[src/rtl/eth_udp_pattern_gen.sv]
// UDP payload pattern generator for a PHY user-side byte interface.
// Emits packets of count/LFSR/constant bytes, optionally prefixed with a 16-bit sequence number.
module eth_udp_pattern_gen #(
    parameter int unsigned LEN_WIDTH = 16,
    parameter int unsigned GAP_WIDTH = 16,
    parameter int unsigned CNT_WIDTH = 16,
    parameter logic [7:0]  LFSR_SEED = 8'hA5
) (
    input  logic                 clk,
    input  logic                 reset_i,
    input  logic                 enable_i,
    input  logic [1:0]           mode_i,
    input  logic [7:0]           const_i,
    input  logic [LEN_WIDTH-1:0] len_i,
    input  logic [GAP_WIDTH-1:0] gap_i,
    input  logic [CNT_WIDTH-1:0] pkt_count_i,
    input  logic                 seq_hdr_i,
    input  logic                 usr_clken_i,
    output logic                 usr_start_o,
    output logic [7:0]           usr_data_o,
    output logic [LEN_WIDTH-1:0] usr_data_len_o,
    output logic                 busy_o,
    output logic                 done_o,
    output logic                 err_o,
    output logic [CNT_WIDTH-1:0] pkts_sent_o
);

    typedef enum logic [2:0] {StIdle, StStart, StSend, StGap, StDone} state_e;

    state_e               state_q, state_d;
    logic [1:0]           mode_q, mode_d;
    logic [7:0]           const_q, const_d;
    logic [LEN_WIDTH-1:0] len_q, len_d;
    logic [GAP_WIDTH-1:0] gap_q, gap_d;
    logic [GAP_WIDTH-1:0] gap_cnt_q, gap_cnt_d;
    logic [CNT_WIDTH-1:0] pkt_count_q, pkt_count_d;
    logic [CNT_WIDTH-1:0] pkts_q, pkts_d;
    logic                 seq_hdr_q, seq_hdr_d;
    logic [LEN_WIDTH-1:0] idx_q, idx_d;
    logic [15:0]          seq_q, seq_d;
    logic [7:0]           cnt_q, cnt_d;
    logic [7:0]           lfsr_q, lfsr_d;
    logic                 err_q, err_d;

    logic                 hdr_active;
    logic                 is_hdr_byte;
    logic [LEN_WIDTH-1:0] pat_idx;
    logic [7:0]           pat_byte;
    logic [7:0]           data_byte;
    logic [7:0]           lfsr_next;
    logic [CNT_WIDTH-1:0] pkts_inc;

    always_comb begin
        hdr_active  = seq_hdr_q && (len_q >= LEN_WIDTH'(2));
        is_hdr_byte = hdr_active && (idx_q < LEN_WIDTH'(2));
        pat_idx     = hdr_active ? idx_q - LEN_WIDTH'(2) : idx_q;
        unique case (mode_q)
            2'b00:   pat_byte = pat_idx[7:0];
            2'b01:   pat_byte = cnt_q;
            2'b10:   pat_byte = lfsr_q;
            default: pat_byte = const_q;
        endcase
        if (is_hdr_byte) data_byte = idx_q[0] ? seq_q[7:0] : seq_q[15:8];
        else             data_byte = pat_byte;
        // Fibonacci taps 8,6,5,4 shifting toward the MSB
        lfsr_next = {lfsr_q[6:0], lfsr_q[7] ^ lfsr_q[5] ^ lfsr_q[4] ^ lfsr_q[3]};
        pkts_inc  = (&pkts_q) ? pkts_q : pkts_q + CNT_WIDTH'(1);
    end

    always_comb begin
        state_d     = state_q;
        mode_d      = mode_q;
        const_d     = const_q;
        len_d       = len_q;
        gap_d       = gap_q;
        gap_cnt_d   = gap_cnt_q;
        pkt_count_d = pkt_count_q;
        pkts_d      = pkts_q;
        seq_hdr_d   = seq_hdr_q;
        idx_d       = idx_q;
        seq_d       = seq_q;
        cnt_d       = cnt_q;
        lfsr_d      = lfsr_q;
        err_d       = err_q;

        unique case (state_q)
            StIdle: begin
                if (usr_clken_i) err_d = 1'b1;
                if (enable_i && len_i != '0) begin
                    mode_d      = mode_i;
                    const_d     = const_i;
                    len_d       = len_i;
                    gap_d       = gap_i;
                    pkt_count_d = pkt_count_i;
                    seq_hdr_d   = seq_hdr_i;
                    pkts_d      = '0;
                    idx_d       = '0;
                    seq_d       = '0;
                    cnt_d       = '0;
                    lfsr_d      = LFSR_SEED;
                    err_d       = 1'b0;
                    state_d     = StStart;
                end
            end
            StStart, StSend: begin
                if (usr_clken_i) begin
                    state_d = StSend;
                    if (!is_hdr_byte) begin
                        cnt_d  = cnt_q + 8'd1;
                        lfsr_d = lfsr_next;
                    end
                    if (idx_q == len_q - LEN_WIDTH'(1)) begin
                        idx_d  = '0;
                        seq_d  = seq_q + 16'd1;
                        pkts_d = pkts_inc;
                        if (pkt_count_q != '0 && pkts_inc == pkt_count_q) begin
                            state_d = StDone;
                        end else if (!enable_i) begin
                            state_d = StIdle;
                        end else if (gap_q == '0) begin
                            state_d = StStart;
                        end else begin
                            gap_cnt_d = '0;
                            state_d   = StGap;
                        end
                    end else begin
                        idx_d = idx_q + LEN_WIDTH'(1);
                    end
                end
            end
            StGap: begin
                if (usr_clken_i) err_d = 1'b1;
                if (!enable_i) begin
                    state_d = StIdle;
                end else if (gap_cnt_q == gap_q - GAP_WIDTH'(1)) begin
                    state_d = StStart;
                end else begin
                    gap_cnt_d = gap_cnt_q + GAP_WIDTH'(1);
                end
            end
            default: begin
                if (usr_clken_i) err_d = 1'b1;
                if (!enable_i) state_d = StIdle;
            end
        endcase
    end

    always_ff @(posedge clk) begin
        if (reset_i) begin
            state_q     <= StIdle;
            mode_q      <= '0;
            const_q     <= '0;
            len_q       <= '0;
            gap_q       <= '0;
            gap_cnt_q   <= '0;
            pkt_count_q <= '0;
            pkts_q      <= '0;
            seq_hdr_q   <= 1'b0;
            idx_q       <= '0;
            seq_q       <= '0;
            cnt_q       <= '0;
            lfsr_q      <= LFSR_SEED;
            err_q       <= 1'b0;
        end else begin
            state_q     <= state_d;
            mode_q      <= mode_d;
            const_q     <= const_d;
            len_q       <= len_d;
            gap_q       <= gap_d;
            gap_cnt_q   <= gap_cnt_d;
            pkt_count_q <= pkt_count_d;
            pkts_q      <= pkts_d;
            seq_hdr_q   <= seq_hdr_d;
            idx_q       <= idx_d;
            seq_q       <= seq_d;
            cnt_q       <= cnt_d;
            lfsr_q      <= lfsr_d;
            err_q       <= err_d;
        end
    end

    always_comb begin
        usr_start_o    = (state_q == StStart);
        usr_data_o     = (state_q == StStart || state_q == StSend) ? data_byte : 8'h00;
        usr_data_len_o = len_q;
        busy_o         = (state_q == StStart || state_q == StSend || state_q == StGap);
        done_o         = (state_q == StDone);
        err_o          = err_q;
        pkts_sent_o    = pkts_q;
    end

endmodule
[config.mk]
export PLATFORM = sky130hd
export DESIGN_NAME = eth_udp_pattern_gen
export DESIGN_NICKNAME = d
export VERILOG_FILES = /design/src/rtl/eth_udp_pattern_gen.sv
export SDC_FILE = /design/constraint.sdc
export NUM_CORES = 1
export LEC_CHECK = 0
export ABC_CLOCK_PERIOD_IN_PS = 9250
export BUFFER_PORTS_ARGS = -buffer_cell sky130_fd_sc_hd__buf_2
export CORE_ASPECT_RATIO = 0.9
export CORE_MARGIN = 1.5
export CORE_UTILIZATION = 65
export CTS_BUF_LIST = sky130_fd_sc_hd__clkbuf_4
export DETAILED_ROUTE_END_ITERATION = 7
export GPL_ROUTABILITY_DRIVEN = 0
export MAX_ROUTING_LAYER = met4
export PLACE_DENSITY = 0.88
export REMOVE_ABC_BUFFERS = 1
export SLEW_MARGIN = 5
export SYNTH_ARGS = -nofsm -noshare
export SYNTH_HDL_FRONTEND = slang
export SYNTH_SLANG_ARGS = --single-unit
[constraint.sdc]
create_clock -name clk -period 9.25 [get_ports clk]
set_input_delay 0.4625 -clock clk [delete_from_list [all_inputs] [get_ports clk]]
set_output_delay 0.4625 -clock clk [all_outputs]
set_load 0.02 [all_outputs]
==> results.yml, run 1 <==
yosys:
  yosysSeqAreaShare_pct: 32.8
  ys_ff_latch: 143
  ys_types: 85
  synth_top_family_by_area: "simple AND/OR/NAND/NOR gates"
  synth-async-reset-ratio_pct: 0
  syn_area_per_cell_um2: 7.75
  synth-xor-area-share_pct: 7.83
  synth_compound_area_share_pct: 18.5
  synth_area_um2: 8720
  synth-warning-count: 0
  synth_edf_count: 0
  synthFlopType: "dfxtp_1"
  synthAdderAreaFrac_pct: 1.58
  yosys.area_share.simple_pct: 29.9
  synth.area.mux_share_pct: 4.30
  syn_inst: 1125
floorplanning:
  core_um2: 12900
  top_level_ports: 107
  die_area_um2: 14100
  fp.dieW_um: 125
  initial_core_util_pct: 67.7
  rows: 39
  die_h_um: 113
timing:
  maxSlewViolCount: 0
  clock.fmax_ghz: 0.241
  setup_viol: 0
  rsz0062_at_grt: "no"
  fin_crit_sh_pct: 44.9
  min_period_ns: 4.16
  final.setup_skew_ns: 0.0179
  worst_slew_pin_slew_ns: 1.13
  setup_ws_ns: 5.09
  finalHoldViolations: 0
  relSlewSlack_pct: 25.0
  tns_ns: 0
critical_path:
  critical_path_class: "flop to output port"
  critical_path.max_fanout: 9
  start_kind: "flop"
  crit_path_end_kind: "output port"
  worstPathRequired_ns: 8.79
  worstPathArrival_ns: 3.69
job:
  drv_cap: 0
pwr:
  p_leak_nw: 3.61
  finalPower_mw: 2.07
  p_per_area_nw_per_um2: 219
  peakVddDrop_v: 0.000136
cts:
  clock_path_buffers: 2
  clkTransAtPathRegs_ns: 0.13
  clkLatencyLatePin_ns: 0.58
  holdBufCountCts: 0
  cts_sinks: 143
  h-tree-depth: 4
  clockRootBuffer: "clkbuf_4"
  postCtsSetupBuffers: 0
  numCtsBuffers: 17
  tritoncts: "built"
  cts_resized: 0
final_layout:
  layout_commonest_cell: "nand2_1"
  syn_to_final_growth_pct: 8.33
  multi_input_area_um2: 5420
  final.fill_count: 1011
  final_cell_mix: "nand2_1 (182), dfxtp_1 (143), a21oi_1 (107), buf_2 (106), nor2_1 (91)"
  final_nets: 1251
  layout-drive-gt1-share_pct: 14.8
  seqCellArea_um2: 2860
outcome:
  outcome: "complete, no violations"
place:
  dp_hpwl_um: 16100
  io_buffer_count: 106
  place_ws_ns: 5.51
route:
  viasPerCell: 6.41
  route.final.wire_length_um: 22700
  routedWlPerCell_um: 16.8
  drc_errors: 0
  dr.pass1.iters: 6
  num_vias: 8691
  drtIter0Drc: 791
  antenna_left: 0
global_route:
  antenna_found_initial: 1
  grt_start_max_net_pins: 68
  grt_first_pass_wirelength_um: 37300
  grt_pass1_vias: 7756
  grt_use_total_pct: 33.2
  gr-total-overflow: 0
hold_path:
  min_path_type: "input pin to flop"
-- critical path, stage by stage (launching register included) --
cell and delay, ns:
dfxtp_1 0.40, nor4_2 0.75, nand2_1 0.13, o21ai_1 0.46, or3_1 0.27, nor2_1 0.07, xor2_1 0.17, mux4_2 0.46
nor2_1 0.10, a211oi_1 0.07, buf_2 0.23
-- report_power, final --
group	switching, mW	leakage [nW]	internal, mW
Combinational	0.550	2.29	0.302
Clock	0.239	0.157	0.189
Sequential	0.109	1.16	0.678
Total	0.898	3.61	1.17
-- area by class of cell --
cell class	count	area share, %
clock buffer	18	1.43
antenna	1	0.0265
sequential	143	30.3
clock inverter	14	1.76
tap	164	2.17
timing repair buffer	110	5.93
multi-input combinational	880	57.4
inverter	25	0.993
-- cells in the mapped netlist (all sizes together) (11+ instances only) --
| library cell | n | area share (%) |
|---|---|---|
| and3 | 18 | 1.3 |
| or4 | 29 | 2.6 |
| nor3 | 17 | 1.0 |
| nand2 | 182 | 7.8 |
| nand2b | 11 | 0.79 |
| nor2 | 92 | 4.0 |
| xor2 | 42 | 4.2 |
| mux2i | 15 | 1.7 |
| nand3 | 37 | 2.2 |
| clkbuf | 52 | 2.2 |
| xnor2 | 36 | 3.6 |
| inv | 25 | 1.1 |
| ha | 11 | 1.6 |
| buf | 25 | 1.8 |
| dfxtp | 143 | 33 |
| nand4 | 27 | 2.2 |
| o31ai | 17 | 1.5 |
| o21ai | 50 | 3.0 |
| or3 | 19 | 1.4 |
| nor4 | 28 | 2.5 |
| a21oi | 108 | 6.3 |
| a211oi | 11 | 0.95 |
-- per-layer routing --
layer | GRT usage, % | part of all wire (%) | routed length (µm) | vias to the layer above
li1 | - | - | - | 4169
met1 | 44.0 | 44 | 10100 | 4065
met2 | 50.2 | 45 | 10200 | 400
met5 | - | 0 | 0 | -
met3 | 7.75 | 8.6 | 1960 | 57
met4 | 11.3 | 2.0 | 456 | 0
-- metrics by stage --
stage | util [%] | cells | cell area [µm²] | hold WS, ns
2_1_floorplan | - | 1048 | 8370 | 0.427
3_3_place_gp | 71.0 | 1322 | 9150 | 0.449
3_5_place_dp | 71.0 | 1322 | 9150 | 0.453
4_1_cts | 73.3 | 1354 | 9450 | 0.0601
5_1_grt | 73.3 | 1355 | 9450 | 0.0742
6_report | 73.3 | 1355 | 9450 | 0.0989
-- registers in the layout (all words and copies together), names as in the netlist --
signal	cells
idx_q	16
pkts_sent_o	16
state_q	3
err_o	1
seq_hdr_q	1
pkt_count_q	16
seq_q	16
gap_cnt_q	16
mode_q	2
gap_q	16
usr_data_len_o	16
const_q	8
cnt_q	8
lfsr_q	8
-- path summary, 6_finish.rpt --
check | startpoint | end | slack [ns] | cells after the start
worst min-delay path | const_i[1] | const_q[1] | 0.1 | 3
worst min register to register | const_q[3] | const_q[3] | 0.47 | 2
worst max-delay path | usr_data_len_o[2] | usr_data_o[4] | 5.09 | 10
worst max register to register | pkts_sent_o[4] | gap_cnt_q[15] | 5.37 | 9
-- cell families (layout without fill, tap and decap cells) --
group                    after synthesis  after routing
other                                  0              1
adder cells (fa/ha/maj)               11             11
buffers and inverters                102            167
flip-flops                           143            143
multiplexers                          27             27
AND/OR/NAND/NOR                      505            505
XOR/XNOR                              78             78
AO/OA/AOI/OAI                        259            259
Power figures use the tool's default switching activity.
==> run 2: changes to the inputs <==
- ABC_CLOCK_PERIOD_IN_PS: 9250 -> 3500
- CORE_UTILIZATION: 65 -> 55
- PLACE_DENSITY: 0.88 -> 0.79
- clock period: 9.25 -> 3.5 ns (I/O delays scaled with it)
==> run 2 against run 1 <==
Wire length grew 8.7%. Worst setup slack lost 5.0 ns. Clock skew shrank 0.0048 ns. Non-clock buffer count rose by 107. Worst hold slack gained 0.26 ns. Register-to-register slack got worse by 5.2 ns. Utilization is 4.5 points lower. Critical path type is now flop to flop.
==> results.yml, run 2 (same netlist as run 1, synthesis figures left out) <==
outcome:
  outcome: "complete, no violations"
final_layout:
  layout-drive-gt1-share_pct: 17.6
  multi_input_area_um2: 5490
  final_nets: 1359
  syn_to_final_growth_pct: 21.9
  fin_area_um2: 10600
  seqCellArea_um2: 2870
  final_cell_mix: "nand2_1 (182), dfxtp_1 (140), a21oi_1 (107), buf_2 (106), nor2_1 (90)"
  final.fill_count: 1234
  layout_commonest_cell: "nand2_1"
timing:
  clock.fmax_ghz: 0.297
  relSlewSlack_pct: 48.3
  worst_slew_pin_slew_ns: 0.768
  setup_ws_ns: 0.129
  maxSlewViolCount: 0
  setup_viol: 0
  tns_ns: 0
  fin_crit_sh_pct: 96.3
  finalHoldViolations: 0
  whs_ns: 0.354
  final.setup_skew_ns: 0.0132
  min_period_ns: 3.37
pwr:
  peakVddDrop_v: 0.000333
  finalPower_mw: 6.01
  p_per_area_nw_per_um2: 565
  p_leak_nw: 4.16
hold_path:
  min_path_type: "input pin to flop"
  min_from: "gap_i[6]"
  hold-path-endpoint: "gap_q[6]"
  hold_depth: 4
cts:
  tritoncts: "built"
  h-tree-depth: 4
  cts_sinks: 143
  clkTransAtPathRegs_ns: 0.13
  clkLatencyLatePin_ns: 0.58
  clockRootBuffer: "clkbuf_4"
  numCtsBuffers: 17
  clock_path_buffers: 2
floorplanning:
  die_h_um: 122
  initial_core_util_pct: 56.5
  fp.dieW_um: 136
  die_area_um2: 16600
  top_level_ports: 107
  rows: 43
  core_um2: 15400
critical_path:
  worstPathArrival_ns: 3.84
  crit_path_end_kind: "flop"
  critical_path.max_fanout: 11
  worst-r2r-setup-slack_ns: 0.13
  startpoint: "pkts_sent_o[1]"
  crit_chain: "ha_1 -> nand3_2 -> nor4_4 -> mux2i_1 -> o2111ai_1 -> a2111o_1 -> or4_4 -> a21oi_4 -> or4_1 -> a21oi_1"
  reg2reg_depth: 10
  critical_path_class: "flop to flop"
  worstPathRequired_ns: 3.97
  regToRegEndpoint: "gap_cnt_q[10]"
  slowest_delay_ns: 0.64
  critPathSlowestCell: "or4_4"
  rr_startpoint: "pkts_sent_o[1]"
  start_kind: "flop"
place:
  dpl_cell_area_um2: 9460
  place_ws_ns: -0.0136
  dp_hpwl_um: 16800
  io_buffer_count: 106
global_route:
  grt_start_max_net_pins: 72
  grt_pass1_vias: 8033
  antenna_found_initial: 1
  grt_use_total_pct: 30.6
  gr-total-overflow: 0
  grt_first_pass_wirelength_um: 39600
route:
  viasPerCell: 6.01
  antenna_left: 0
  routedWlPerCell_um: 16.5
  route.final.wire_length_um: 24700
  drc_errors: 0
  num_vias: 9018
  drtIter0Drc: 793
  dr.pass1.iters: 8
job:
  drv_cap: 0
## run 2: changes by cell type in the layout (fill, tap and decap cells not counted), sizes merged, moves of 2 or more
cell,previous run,this run
dlygate4sd3,0,69
buf,110,148
clkinv,8,3
bufinv,3,6
inv,26,28
## run 2: how the worst max path moves through the flow
stage / end / slack (ns)
after floorplan: seq_q[15] / -1.88
after global placement: gap_cnt_q[14] / 0.19
after detailed placement: gap_cnt_q[10] / -0.01
after CTS: gap_cnt_q[10] / 0.02
after global routing: usr_data_o[6] / -0.007
final: gap_cnt_q[10] / 0.13
## run 2: area by class of cell
cell class	count	share of cell area (%)
clock buffer	17	1.20
clock inverter	15	2.42
sequential	143	27.0
inverter	25	0.883
timing repair buffer	217	14.5
multi-input combinational	881	51.7
antenna	1	0.0235
tap	202	2.38
## run 2: metrics by stage
stage / cells / util [%]
global route: 1501 / 68.8
detailed placement: 1396 / 61.3
floorplan: 1048 / -
CTS: 1497 / 68.3
global placement: 1396 / 61.3
finish: 1501 / 68.8
## run 2: power breakdown
| part | leakage [nW] | internal (mW) | switching, mW |
|---|---|---|---|
| clock | 0.191 | 0.721 | 0.679 |
| combinational | 2.80 | 0.984 | 1.59 |
| sequential | 1.16 | 1.79 | 0.241 |
## run 2: worst max-delay path, delay by kind of cell, from the launching register on
kind | cells | cell delay [ns]
and+or+nand+nor | 4 | 1.30
AOI/OAI and AO/OA | 4 | 0.97
DFF | 1 | 0.47
adders and majority gates | 1 | 0.28
muxes | 1 | 0.24
## run 2: layer usage
layer	share of wire, %	wire length, µm	vias up	track usage (%)
li1	-	-	4382	-
met1	45	11200	4194	40.8
met2	45	11100	381	47.4
met3	7.5	1860	61	5.12
met4	2.1	514	0	9.61
met5	0	0	-	-
## run 2: repair_timing
item,4_1_cts,5_1_grt
endpoints found under the hold margin,64,0
setup buffers,0,2
hold buffers,69,0
pin swaps,0,4
endpoints found under the setup margin,9,36
resized for setup,2,14
gates cloned,0,1
==> run 3: changes to the inputs <==
- CORE_UTILIZATION: 55 -> 53
- CTS_BUF_LIST: sky130_fd_sc_hd__clkbuf_4 -> unset
- PLACE_DENSITY: 0.79 -> unset
- PLACE_DENSITY_LB_ADDON: unset -> 0.08
==> run 3 against run 2 <==
Fmax grew 0.87%. Clock skew down 0.0041 ns. Power rose by 7.7%. Sequential power barely moved. Global-route usage decreased by 1.1 points. Clock power up 35%. Critical path depth stayed put. Utilization fell by 3.0 points. Worst hold slack worse by 0.34 ns. Combinational power hardly changed. Clock-buffer cell count grew 3. Register-to-register slack better by 0.03 ns. Critical endpoint is now gap_cnt_q[6].
==> results.yml, run 3 (same netlist as run 1, synthesis figures left out) <==
route:
  dr.pass1.iters: 7
  routedWlPerCell_um: 16.7
  route.final.wire_length_um: 24700
  drtIter0Drc: 617
  antenna_left: 0
  drc_errors: 0
  num_vias: 8758
  viasPerCell: 5.91
final_layout:
  final_cell_mix: "nand2_1 (182), dfxtp_1 (140), a21oi_1 (107), buf_2 (106), nor2_1 (91)"
  syn_to_final_growth_pct: 21.7
  layout-drive-gt1-share_pct: 17.7
  layout_commonest_cell: "nand2_1"
  final_nets: 1335
  fin_area_um2: 10600
  diodes: 0
global_route:
  grt_use_met3_pct: 5.42
  gr-total-overflow: 0
  grt_use_total_pct: 29.5
  grtUsageMet2_pct: 45.3
  grt_first_pass_wirelength_um: 40700
  antenna_found_initial: 0
  top_usage_layer: "met2"
  met1_usage_pct: 39.7
  grt_pass1_vias: 8171
  grt_start_max_net_pins: 60
critical_path:
  crit_chain: "nand4_2 -> nor4_4 -> mux2i_1 -> o2111ai_1 -> a2111o_1 -> or4_4 -> a21oi_4 -> buf_12 -> or4_1 -> a21oi_1"
  worstPathRequired_ns: 3.80
  rr_startpoint: "pkts_sent_o[13]"
  worst-path-stages: 10
  crit_path_end_kind: "flop"
  worstPathArrival_ns: 3.64
  reg2reg_depth: 10
  critPathSlowestCell: "or4_4"
  critical_path_class: "flop to flop"
  critPathTopFamily: "simple AND/OR/NAND/NOR gates"
  cp-endpoint: "gap_cnt_q[6]"
  slowest_delay_ns: 0.62
  regToRegEndpoint: "gap_cnt_q[6]"
  startpoint: "pkts_sent_o[13]"
  start_kind: "flop"
  worst-r2r-setup-slack_ns: 0.16
  critical_path.max_fanout: 22
  path_buf_inv: 1
hold_path:
  min_path_type: "input pin to flop"
  hold_depth: 3
pwr:
  p_leak_nw: 4.15
  peakVddDrop_v: 0.000404
  p_per_area_nw_per_um2: 609
  finalPower_mw: 6.47
floorplanning:
  fp.dieW_um: 138
  die_area_um2: 17200
  core_um2: 16100
  initial_core_util_pct: 54.1
  die_h_um: 125
  rows: 44
  top_level_ports: 107
place:
  io_buffer_count: 106
  dpl_cell_area_um2: 9490
  dp_hpwl_um: 17000
  place_ws_ns: 0.0881
timing:
  rsz0062_at_grt: "no"
  worst_slew_pin_slew_ns: 1.01
  final.setup_skew_ns: 0.00909
  setup_ws_ns: 0.158
  clock.fmax_ghz: 0.299
  relSlewSlack_pct: 32.3
  fin_crit_sh_pct: 95.5
  tns_ns: 0
  min_period_ns: 3.34
  finalHoldViolations: 0
  maxSlewViolCount: 0
  setup_viol: 0
cts:
  numCtsBuffers: 17
  h-tree-depth: 4
  clockRootBuffer: "clkbuf_16"
  tritoncts: "built"
  clock_path_buffers: 2
  clkTransAtPathRegs_ns: 0.06
  clkLatencyLatePin_ns: 0.43
  cts_sinks: 143
outcome:
  outcome: "complete, no violations"
job:
  drv_cap: 0
[run 3: cell type report]
cell class              instances  area (µm²)
clock buffers                  20         457
clock inverters                12         160
fillers                      1385        5510
inverters                      25        93.8
multi-input cells             880        5460
flip-flops and latches        143        2870
well taps                     207         259
repair buffers                194        1320
[run 3: per-stage QoR]
stage          utilization (%)  std cells  hold WS (ns)
2_1_floorplan                -       1048         0.244
4_1_cts                   65.4       1478      0.000596
6_report                  65.8       1481        0.0165
5_1_grt                   65.8       1481       0.00140
3_3_place_gp              58.8       1402         0.415
3_5_place_dp              58.8       1402         0.422
[run 3: worst min-delay path by stage]
stage                        start            endpoint  slack [ns]
floorplan                  reset_i          const_q[0]        0.24
global placement    pkt_count_i[9]      pkt_count_q[9]        0.41
detailed placement      const_i[3]          const_q[3]        0.42
CTS                      len_i[12]  usr_data_len_o[12]      0.0006
global route        pkt_count_i[0]      pkt_count_q[0]       0.001
finish                    len_i[6]   usr_data_len_o[6]        0.02
[run 3: power by group]
part	switching, mW	internal, mW
Sequential	0.228	1.80
Clock	0.731	1.16
Combinational	1.58	0.973
[run 3: metal layers]
metal  part of all wire (%)  wire [µm]
met2                     45      11000
met4                    1.8        440
met1                     48      11900
met5                      0          0
met3                    5.4       1330
[run 3: repair_timing]
| item | CTS | global route |
|---|---|---|
| hold buffers | 44 | 1 |
| buffers inserted | 0 | 2 |
| setup endpoints to repair | 0 | 28 |
| hold endpoints to repair | 44 | 1 |
| resized for setup | 0 | 13 |
[run 3: worst min-delay path, cell delays in order]
cell     delay (ns)
buf_2          0.11
nand2_1        0.05
a21oi_1        0.06
